==> config.mk <==
export PLATFORM = sky130hd
export DESIGN_NAME = mips32_fetch_queue
export DESIGN_NICKNAME = d
export VERILOG_FILES = /design/src/rtl/mips32_fetch_queue.sv
export SDC_FILE = /design/constraint.sdc
export NUM_CORES = 1
export LEC_CHECK = 0
export BUFFER_PORTS_ARGS = -buffer_cell sky130_fd_sc_hd__clkbuf_2
export CAP_MARGIN = 0
export CORE_MARGIN = 1
export CORE_UTILIZATION = 63
export CTS_CLUSTER_DIAMETER = 80
export DETAILED_ROUTE_END_ITERATION = 10
export PLACE_DENSITY = 0.88
export SYNTH_ARGS = -nofsm -noshare
export SYNTH_HDL_FRONTEND = slang
export SYNTH_SLANG_ARGS = --single-unit
==> constraint.sdc <==
create_clock -name clk -period 11.4 [get_ports clk]
set_clock_uncertainty 0.1 [all_clocks]
set_input_delay 2.28 -clock clk [delete_from_list [all_inputs] [get_ports clk]]
set_output_delay 2.28 -clock clk [all_outputs]
set_load 0.01 [all_outputs]
==> src/rtl/mips32_fetch_queue.sv <==
// mips32_fetch_queue: instruction prefetch queue feeding the MIPS32 decode stage.
// Fetches word-addressed instructions over a req/ack handshake. Buffers each
// instruction with its NPC and presents the oldest one to decode over valid/ready.
// A taken-branch redirect flushes the queue and restarts fetch at the branch target.
//
// Optional feature: define MIPS32_IFQ_HALT_DETECT_EN to stop fetching after a
// HLT word (ir[31:26] == 6'b111111) is enqueued.
//
// state | meaning
// IDLE  | no request outstanding; issue one when the queue has room
// WAIT  | request outstanding; imem_req/imem_addr held until imem_ack
// STOP  | HLT seen, no further requests until redirect (halt-detect build only)

module mips32_fetch_queue #(
  parameter int DEPTH = 4,
  parameter int AW    = 10
) (
  input  logic                         clk,
  input  logic                         rst,
  input  logic                         redirect,
  input  logic [31:0]                  redirect_pc,
  output logic                         imem_req,
  output logic [AW-1:0]                imem_addr,
  input  logic                         imem_ack,
  input  logic [31:0]                  imem_rdata,
  output logic                         id_valid,
  input  logic                         id_ready,
  output logic [31:0]                  id_ir,
  output logic [31:0]                  id_npc,
  output logic [$clog2(DEPTH+1)-1:0]   q_count,
  output logic                         halted
);

  localparam int CW = $clog2(DEPTH+1);
  localparam int PW = $clog2(DEPTH);
  localparam logic [CW-1:0] DEPTH_C = CW'(DEPTH);

  typedef enum logic [1:0] {
    IDLE = 2'd0,
    WAIT = 2'd1,
    STOP = 2'd2
  } state_t;

  state_t        state, state_nx;
  logic [31:0]   fetch_pc, fetch_pc_nx, fetch_pc_inc;
  logic [AW-1:0] req_addr, req_addr_nx;
  logic          drop, drop_nx;
  logic          halted_q, halted_nx;

  logic [31:0]   ir_mem  [DEPTH];
  logic [31:0]   npc_mem [DEPTH];
  logic [PW-1:0] wr_ptr, rd_ptr;
  logic [CW-1:0] count, count_after;

  logic          enq, deq, hlt_word;

`ifdef MIPS32_IFQ_HALT_DETECT_EN
  assign hlt_word = (imem_rdata[31:26] == 6'b111111);
`else
  assign hlt_word = 1'b0;
`endif

  // While drop is set, fetch_pc already holds the redirect target and the
  // outstanding request is for the old path, so its data is never enqueued.
  assign fetch_pc_inc = fetch_pc + 32'd1;
  assign deq          = id_valid && id_ready && !redirect;
  assign enq          = (state == WAIT) && imem_ack && !drop && !redirect;
  assign count_after  = count + {{(CW-1){1'b0}}, enq} - {{(CW-1){1'b0}}, deq};

  assign imem_req  = (state == WAIT);
  assign imem_addr = req_addr;
  assign id_valid  = (count != '0);
  assign id_ir     = ir_mem[rd_ptr];
  assign id_npc    = npc_mem[rd_ptr];
  assign q_count   = count;
  assign halted    = halted_q;

  // FSM state and fetch-address registers
  always_ff @(posedge clk) begin
    if (rst) begin
      state    <= IDLE;
      fetch_pc <= 32'd0;
      req_addr <= '0;
      drop     <= 1'b0;
      halted_q <= 1'b0;
    end else begin
      state    <= state_nx;
      fetch_pc <= fetch_pc_nx;
      req_addr <= req_addr_nx;
      drop     <= drop_nx;
      halted_q <= halted_nx;
    end
  end

  // Next-state logic; redirect overrides normal fetch progress
  always_comb begin
    state_nx    = state;
    fetch_pc_nx = fetch_pc;
    req_addr_nx = req_addr;
    drop_nx     = drop;
    halted_nx   = halted_q;
    if (redirect) begin
      fetch_pc_nx = redirect_pc;
      halted_nx   = 1'b0;
      if ((state == WAIT) && !imem_ack) begin
        // keep the bus request stable; its response belongs to the old path
        state_nx = WAIT;
        drop_nx  = 1'b1;
      end else begin
        state_nx = IDLE;
        drop_nx  = 1'b0;
      end
    end else begin
      case (state)
        IDLE: begin
          if (count < DEPTH_C) begin
            state_nx    = WAIT;
            req_addr_nx = fetch_pc[AW-1:0];
          end
        end
        WAIT: begin
          if (imem_ack) begin
            if (drop) begin
              drop_nx = 1'b0;
            end else begin
              fetch_pc_nx = fetch_pc_inc;
            end
            if (enq && hlt_word) begin
              state_nx  = STOP;
              halted_nx = 1'b1;
            end else if (count_after < DEPTH_C) begin
              state_nx    = WAIT;
              req_addr_nx = fetch_pc_nx[AW-1:0];
            end else begin
              state_nx = IDLE;
            end
          end
        end
        STOP: begin
          state_nx = STOP;
        end
        default: begin
          state_nx = IDLE;
        end
      endcase
    end
  end

  // Queue pointers and occupancy; reset and redirect both empty the queue
  always_ff @(posedge clk) begin
    if (rst || redirect) begin
      wr_ptr <= '0;
      rd_ptr <= '0;
      count  <= '0;
    end else begin
      if (enq) wr_ptr <= wr_ptr + PW'(1);
      if (deq) rd_ptr <= rd_ptr + PW'(1);
      count <= count_after;
    end
  end

  // Queue storage: instruction word and its full 32-bit NPC
  always_ff @(posedge clk) begin
    if (enq) begin
      ir_mem[wr_ptr]  <= imem_rdata;
      npc_mem[wr_ptr] <= fetch_pc_inc;
    end
  end

endmodule
# == Word level (Yosys, flattened, before mapping) ==
# Memory sizes are Yosys's and may differ from the RTL's. A register that Yosys moved wholly into a read port is not among the register bits.
# Index checks and enable logic that the tools add are counted.
# op_classes
magnitude_cmp,2
bitwise,1
muxes,24
n_addsub,5
n_eq_ne,8
n_reduce_logical,19
# ops
op,n
two-way mux 32 bit,4
"adder 32 x 1 -> 32 bit, second input constant",1
two-way mux 10 bit,3
case mux 10 bit (2 select lines),1
two-way mux 2 bit,7
two-way mux 1 bit,8
logical AND 1 bit,6
"< comparator 3 bit, second input constant",2
case mux 2 bit (3 select lines),1
nonzero test 2 bit,3
AND reduction 5 bit,1
"adder 2 x 1 -> 2 bit, second input constant",2
"inequality test 2 x 1 -> 1 bit, second input constant",2
"inequality test 2 bit, second input constant",2
AND reduction 2 bit,2
adder 3 x 1 -> 3 bit,1
logical NOT 1 bit,3
"inequality test 3 x 2 -> 1 bit, second input constant",1
"inequality test 3 bit, second input constant",1
AND reduction 3 bit,1
nonzero test 3 bit,1
subtractor 3 x 1 -> 3 bit,1
"equality test 2 x 1 -> 1 bit, second input constant",1
"equality test 2 bit, second input constant",1
3 further kinds,3
# word_totals
mem_bits_rw,256
reg_bits,52
inputBits,69
word_cells,69
output_inout_bits,80
memories,2
# memory_table
memory,depth,width,read_ports,rd_clocked_by_memory_dff,write_ports,line_no,text
ir_mem,4,32,1,1,1,50,logic [31:0] ir_mem [DEPTH];
npc_mem,4,32,1,1,1,51,logic [31:0] npc_mem [DEPTH];

# == Depth between registers and ports, before layout ==
# Gate-level depths: netlist (run 1).
# logic_depth
depth_word,11
depth_mapped,14
mapped_depth_nobuf,11

# == Least setup slack after synthesis (run 1) ==
# OpenSTA, ideal clock, no wires.
# synth_timing
path_kind,input port to flip-flop
start,input redirect
end,memory ir_mem[1][0] (enable)
path_buffers,3
t_required_ns,10.871
setup_ns,0.429
arrival_time_ns,4.668
slack_ns,6.203
path_stages,5
path_cell_list,buf_2 > inv_1 > clkbuf_1 > clkbuf_1 > and3_1
# synth_via
elab_chain_cells,4
# synth_lines
item,line_no,text
from (decl),20,"input logic redirect,"
logical NOT 1 bit,67,assign enq = (state == WAIT) && imem_ack && !drop && !redirect;
logical AND 1 bit,67,
two-way mux 1 bit,164,if (enq) begin
two-way mux 1 bit (implied by the code),165,ir_mem[wr_ptr] <= imem_rdata;
to (decl),50,
# Every way passes these cells.

# == Final worst setup path (run 1) ==
# layout_timing
start,input imem_ack
end,register req_addr[3] (netlist: imem_addr[3])
# layout_via
elab_chain_cells,8
word_cells_on_any_way,9
cone_classes,add/sub (2); order compare (1); eq/ne (2); reduce/logical (4)
# layout_lines
item,line_no,text
from (decl),24,"input logic imem_ack,"
logical AND 1 bit (3 in series),67,
adder 3 x 1 -> 3 bit,68,"assign count_after = count + {{(CW-1){1'b0}}, enq} - {{(CW-1){1'b0}}, deq};"
subtractor 3 x 1 -> 3 bit,68,
< comparator 3 bit,131,end else if (count_after < DEPTH_C) begin
inequality test 2 x 1 -> 1 bit (no source line),--,
AND reduction 5 bit (no source line) *,--,
to (signal assigned),89,req_addr <= req_addr_nx;
to (decl),46,"logic [AW-1:0] req_addr, req_addr_nx;"
# Every way passes the cells marked *; elsewhere a longest branch is shown, timed or not.
# A chain may end at the register's enable or synchronous reset.

==> results of run 1 <==
metrics by stage:
stage          hold WS (ns)  std cells  setup slack (ns)
6_report              0.443       1217              5.42
5_1_grt               0.470       1217              5.08
4_1_cts               0.442       1217              5.56
3_5_place_dp          0.420       1163              4.99
3_3_place_gp          0.404       1163              5.07
2_1_floorplan         0.387        800              6.20
logic make-up (layout without fill, tap and decap cells):
kind of cell             Yosys count  in the layout  synth area share
AO/OA/AOI/OAI                     75             75            0.0421
AND/OR/NAND/NOR                  217            217            0.0950
other                              1              1          0.000291
XOR/XNOR                          52             52            0.0354
adder cells (fa/ha/maj)            8              8           0.00835
multiplexers                      67             67             0.114
buffers and inverters             70            222            0.0242
flip-flops                       310            310             0.681
cell usage after synthesis, types with 7 or more instances:
cell type / count
o21ai_0: 9
xnor2_1: 27
nor2_1: 42
edfxtp_1: 256
a21oi_1: 15
or3_1: 10
nor3_1: 24
o31ai_1: 8
xor2_1: 25
clkbuf_1: 26
nor4_1: 9
nand4_1: 13
and4_1: 11
a311oi_1: 9
nand2_1: 28
nand3_1: 25
inv_1: 13
buf_2: 19
and3_1: 15
ha_1: 7
dfxtp_1: 54
mux4_2: 64
a211oi_1: 12
final timing paths:
path,from,endpoint,slack (ns),depth (start not counted)
worst min-delay path,wr_ptr[1],wr_ptr[1],0.44,2
worst max register to register,state[1],imem_addr[3],6.84,11
worst max-delay path,imem_ack,imem_addr[3],5.42,12
worst min register to register,wr_ptr[1],wr_ptr[1],0.44,2
worst max-delay path: stages:
cell and delay, ns:
clkbuf_2 0.16, nand4bb_1 0.71, nor2_1 0.47, inv_1 0.09, ha_1 0.29, inv_1 0.04
ha_1 0.18, fa_1 0.38, xnor2_1 0.18, o21ai_0 0.99, or2_2 0.38, a211oi_1 0.11
final cells by class:
cell class	count	area [um^2]	area share
clock buffer	34	744	0.0508
clock inverter	20	156	0.0107
inverter	13	48.8	0.00333
multi-input combinational	420	3810	0.260
sequential	310	8770	0.598
tap	265	332	0.0226
timing repair buffer	155	796	0.0543
state kept, by name, summed over array words and instances (netlist names), named ones only:
name       count
ir_mem       128
q_count        3
drop           1
imem_addr     10
rd_ptr         2
wr_ptr         2
fetch_pc      32
state          2
npc_mem      128
placed cells by master (no fill, tap or decap), drive strengths merged, types with 4 or more instances in the layout:
cell type and count:
a2111oi 4, a211oi 12, a21oi 15, a311oi 9, and2 4, and3 17, and4 12, buf 8
clkbuf 181, clkinv 12, clkinvlp 5, dfxtp 54, edfxtp 256, ha 7, inv 14, mux4 64
nand2 28, nand3 25, nand4 15, nor2 42, nor2b 6, nor3 24, nor4 10, o211ai 6
o21ai 9, o221ai 4, o31ai 8, or2 6, or3 10, or4 6, xnor2 27, xor2 25
per-layer routing:
layer / global-route usage / wire length, um / part of all wire
met5: 0 / 0 / 0
met4: 0.0521 / 419 / 0.014
met3: 0.0384 / 2700 / 0.091
met2: 0.477 / 15000 / 0.50
met1: 0.416 / 11700 / 0.39
power by group through the flow:
stage / combinational, mW / sequential [mW] / clock [mW]
after floorplan: 0.0682 / 1.28 / 0
after global placement: 0.100 / 1.29 / 0
after detailed placement: 0.104 / 1.29 / 0
after CTS: 0.107 / 1.27 / 0.939
after global routing: 0.116 / 1.27 / 0.983
final: 0.108 / 1.27 / 0.934
==> impl_metrics.csv, run 1 <==
group,metric,value,unit
status,status,"complete, no violations",
synthesis,synth_cells,800,
place,place_congestion,0.856,
worst_setup_path,path_class,"primary input to flop",
synthesis,ys_warn_count,0,
synthesis,yosysSeqAreaShare,0.681,
grt,grt_pass1_vias,7678,
synthesis,ys_types,55,
routing,drc,0,
power,total_power,2.31,mW
power,clkPwrFrac,0.404,
synthesis,syn-num-nets,877,
cells_and_area,fin_util,0.741,
die,fp.dieH,145,um
timing,rsz0062_at_grt,"no",
synthesis,synth_edf_count,256,
timing,setup_tns,0,ns
synthesis,synthArstFlopShare,0,
timing,hold_viol,0,
timing,max_freq,167,MHz
clocking,cts-htree-levels,1,
cells_and_area,nFillCells,1147,
power,power_switching,0.508,mW
routing,routed_wl,29800,um
cells_and_area,final_area,0.0147,mm^2
synthesis,yosys.area.top_type_share,0.597,
place,port_buffers,147,
cells_and_area,diodes,0,
worst_setup_path,required,11.68,ns
power,ir_worst_vdd,0.126,mV
power,intPower,1.80,mW
routing,viasPerCell,6.43,
power,power_density,158,mW/mm^2
power,swShare,0.220,
timing,drv_slew,0,
clocking,cts_max_path_buffers,3,
grt,overflow,0,
timing,timing.final.crit_share,0.525,
cells_and_area,syn2layout_area_growth,13.8,%
synthesis,synth_flop_cell,"edfxtp_1",
grt,antenna_found_initial,0,
clocking,cts_resized,0,
timing,finalSetupViolCount,0,
clocking,postCtsHoldBufs,0,
power,p_leak,4.97,nW
synthesis,synth_area,0.0129,mm^2
routing,wire_per_inst,24.5,um
clocking,numCtsBuffers,29,
worst_setup_path,worstPathArrival,6.26,ns
worst_setup_path,crit_path_max_fanout,21,
routing,vias,7826,
clocking,cts_tree,"yes",
clocking,cts.sinks,310,
synthesis,yosysTopAreaCell,"edfxtp_1",
grt,grt_pass1_wl,45800,um
min_path,hp-class,"flop to flop",
clocking,clkSlewWorstSetupHoldPaths,0.06,ns
grt,grt_max_degree,65,
routing,detail_route.first_pass.iterations,5,
worst_setup_path,end_kind,"flop",
timing,worst_slew_pin_slew,1.25,ns
timing,maxSlewHeadroom,0.161,
clocking,post_cts_buffers,0,
die,core-area,0.0198,mm^2
place,placed_cell_area,0.0138,mm^2
cells_and_area,final_nets,1006,
synthesis,ys_ff_latch,310,
routing,antenna_left,0,
synthesis,netlist_top_cells_area,"edfxtp_1 (60%), mux4_2 (11%), dfxtp_1 (8.4%), xnor2_1 (1.8%), xor2_1 (1.7%)",
clocking,worstSkewPairLatency,0.55,ns
die,design.portCount,149,
power,seqPwrFrac,0.549,
grt,grtUsageTotal,0.288,
power,combPwrFrac,0.047,
timing,layout_min_cycle_time,5.98,ns
die,initial_core_util,0.651,
die,dieArea,0.0210,mm^2
cells_and_area,drive_gt1_frac,0.299,
worst_setup_path,worst_setup_path_start_kind,"primary input",
routing,drtIter0Drc,924,
clocking,cts_root_buf,"clkbuf_16",
die,num_rows,51,
synthesis,avgSynthCellArea,16.1,um^2
place,place_hpwl,16000,um
die,fp.dieW,145,um
job,maxCapViolCount,0,
(Power assumes the default switching activity.)
==> run 2, diff against run 1 <==
--- a/config.mk
+++ b/config.mk
@@ -8,10 +8,10 @@
 export BUFFER_PORTS_ARGS = -buffer_cell sky130_fd_sc_hd__clkbuf_2
 export CAP_MARGIN = 0
 export CORE_MARGIN = 1
-export CORE_UTILIZATION = 63
+export CORE_UTILIZATION = 53
 export CTS_CLUSTER_DIAMETER = 80
 export DETAILED_ROUTE_END_ITERATION = 10
-export PLACE_DENSITY = 0.88
+export PLACE_DENSITY = 0.79
 export SYNTH_ARGS = -nofsm -noshare
 export SYNTH_HDL_FRONTEND = slang
 export SYNTH_SLANG_ARGS = --single-unit
==> constraint.sdc (replaced) <==
create_clock -name clk -period 5.3 [get_ports clk]
set_clock_uncertainty 0.1 [all_clocks]
set_input_delay 1.06 -clock clk [delete_from_list [all_inputs] [get_ports clk]]
set_output_delay 1.06 -clock clk [all_outputs]
set_load 0.01 [all_outputs]
==> run 2 against run 1 <==
Compared with the run above: non-clock buffer count increased by 7; largest cell class unchanged; highest routed layer unchanged; sequential power increased by 110%; register-to-register slack got worse by 5.0 ns; sequential cell count unchanged; core utilization decreased by 11 points; global-route usage decreased by 7.4 points.
==> impl_metrics.csv, run 2 (synthesis gave the netlist of run 1 again) <==
group,metric,value,unit
worst_setup_path,worstPathArrival,2.69,ns
min_path,hp-class,"flop to flop",
place,place_hpwl,16600,um
timing,max_freq,260,MHz
power,power_density,335,mW/mm^2
worst_setup_path,path_class,"flop to output pin",
clocking,cts.sinks,310,
cells_and_area,layout.cells.most_common,"edfxtp_1",
power,total_power,4.97,mW
worst_setup_path,worst-path-buf-inv,2,
routing,detail_route.first_pass.iterations,5,
cells_and_area,drive_gt1_frac,0.310,
min_path,min_from,"rd_ptr[1]",
clocking,postCtsHoldBufs,0,
power,p_leak,5.05,nW
timing,finalSetupViolCount,0,
job,maxCapViolCount,0,
routing,drc,0,
clocking,numCtsBuffers,30,
worst_setup_path,required,4.14,ns
worst_setup_path,worst_setup_path_start_kind,"flop",
cells_and_area,syn2layout_area_growth,15.2,%
die,fp.dieH,158,um
grt,grt_pass1_wl,40500,um
cells_and_area,seq_area,0.00877,mm^2
clocking,cts_root_buf,"clkbuf_16",
routing,vias,7525,
die,dieArea,0.0249,mm^2
clocking,cts_tree,"yes",
status,status,"complete, no violations",
power,ir_worst_vdd,0.248,mV
cells_and_area,final_cell_mix,"edfxtp_1 (256), clkbuf_2 (147), mux4_2 (64), dfxtp_1 (52), nor2_1 (42)",
routing,drtIter0Drc,686,
die,design.portCount,149,
cells_and_area,largestRegisters,"ir_mem x128, npc_mem x128, fetch_pc x32",
grt,overflow,0,
timing,layout_min_cycle_time,3.85,ns
timing,timing.final.crit_share,0.726,
timing,maxSlewHeadroom,0.289,
routing,antenna_left,0,
worst_setup_path,crit_slowest_cell,"dfxtp_4",
cells_and_area,diodes,0,
grt,grtUsageTotal,0.213,
place,port_buffers,147,
clocking,cts-htree-levels,1,
timing,rsz0062_at_grt,"no",
grt,grt_pass1_vias,7437,
clocking,clkSlewWorstSetupHoldPaths,0.06,ns
timing,worst_slew_pin_slew,1.07,ns
clocking,cts_max_path_buffers,3,
worst_setup_path,cpPeakStageDelay,1.04,ns
worst_setup_path,crit_path_max_fanout,50,
grt,grt_max_degree,58,
worst_setup_path,reg2reg_from,"state[1]",
worst_setup_path,end_kind,"output pin",
routing,viasPerCell,5.88,
die,fp.dieW,158,um
worst_setup_path,path_cells,"buf_4 -> mux4_2 -> clkbuf_2",
clocking,post_cts_buffers,0,
clocking,cts_resized,0,
cells_and_area,nFillCells,1779,
routing,routed_wl,26100,um
timing,drv_slew,0,
die,initial_core_util,0.544,
worst_setup_path,cp_top_family,"flip-flops",
cells_and_area,final_cells,1280,
place,place_inst,1224,
cells_and_area,final_nets,1014,
cells_and_area,multi_input_area,0.00381,mm^2
die,num_rows,56,
timing,setup_tns,0,ns
timing,hold_viol,0,
routing,wire_per_inst,20.4,um
place,place_congestion,0.822,
clocking,worstSkewPairLatency,0.54,ns
cells_and_area,fin_util,0.627,
die,core-area,0.0237,mm^2
grt,antenna_found_initial,0,
## run 2: changes by cell type in the layout (fill, tap and decap cells not counted), sizes merged
| cell | change |
|---|---|
| clkbuf | +10 |
| buf | +7 |
| clkinvlp | -3 |
| bufinv | -2 |
| clkinv | -3 |
## run 2: cell type report
cell class / count / share of cell area
clock buffers: 44 / 0.0596
clock inverters: 12 / 0.00514
inverters: 13 / 0.00329
multi-input cells: 420 / 0.257
flip-flops and latches: 310 / 0.591
well taps: 319 / 0.0269
repair buffers: 162 / 0.0572
## run 2: worst min-delay path: stages, from the launching register on
cell,delay [ns]
dfxtp_1,0.33
xnor2_1,0.11
nor2_1,0.05
## run 2: path summary, 6_finish.rpt
check            endpoint  slack [ns]  depth (start not counted)
max              id_ir[2]        1.45                          3
min                  flop        0.43                          2
max reg2reg  imem_addr[3]        1.88                         13
min reg2reg          flop        0.43                          2
## run 2: power breakdown
| part | total, mW | internal [mW] | leakage, nW | switching (mW) |
|---|---|---|---|---|
| logic | 0.230 | 0.0933 | 1.81 | 0.137 |
| clock network | 2.02 | 1.16 | 0.474 | 0.858 |
| registers | 2.73 | 2.68 | 2.77 | 0.0444 |
| total | 4.97 | 3.93 | 5.05 | 1.04 |
## run 2: stage by stage
stage	hold WS, ns	cell area [um^2]	setup WS, ns
2_1_floorplan	0.387	12900	1.32
3_3_place_gp	0.401	13900	1.22
3_5_place_dp	0.405	13900	1.13
4_1_cts	0.425	14800	1.31
5_1_grt	0.437	14800	1.21
6_report	0.428	14800	1.45
## run 2: metal layers
metal	up-vias	share of wire	global-route usage
li1	3450	-	-
met2	310	0.48	0.351
met4	0	0.023	0.0596
met3	40	0.075	0.0323
met1	3725	0.42	0.298
met5	-	0	0
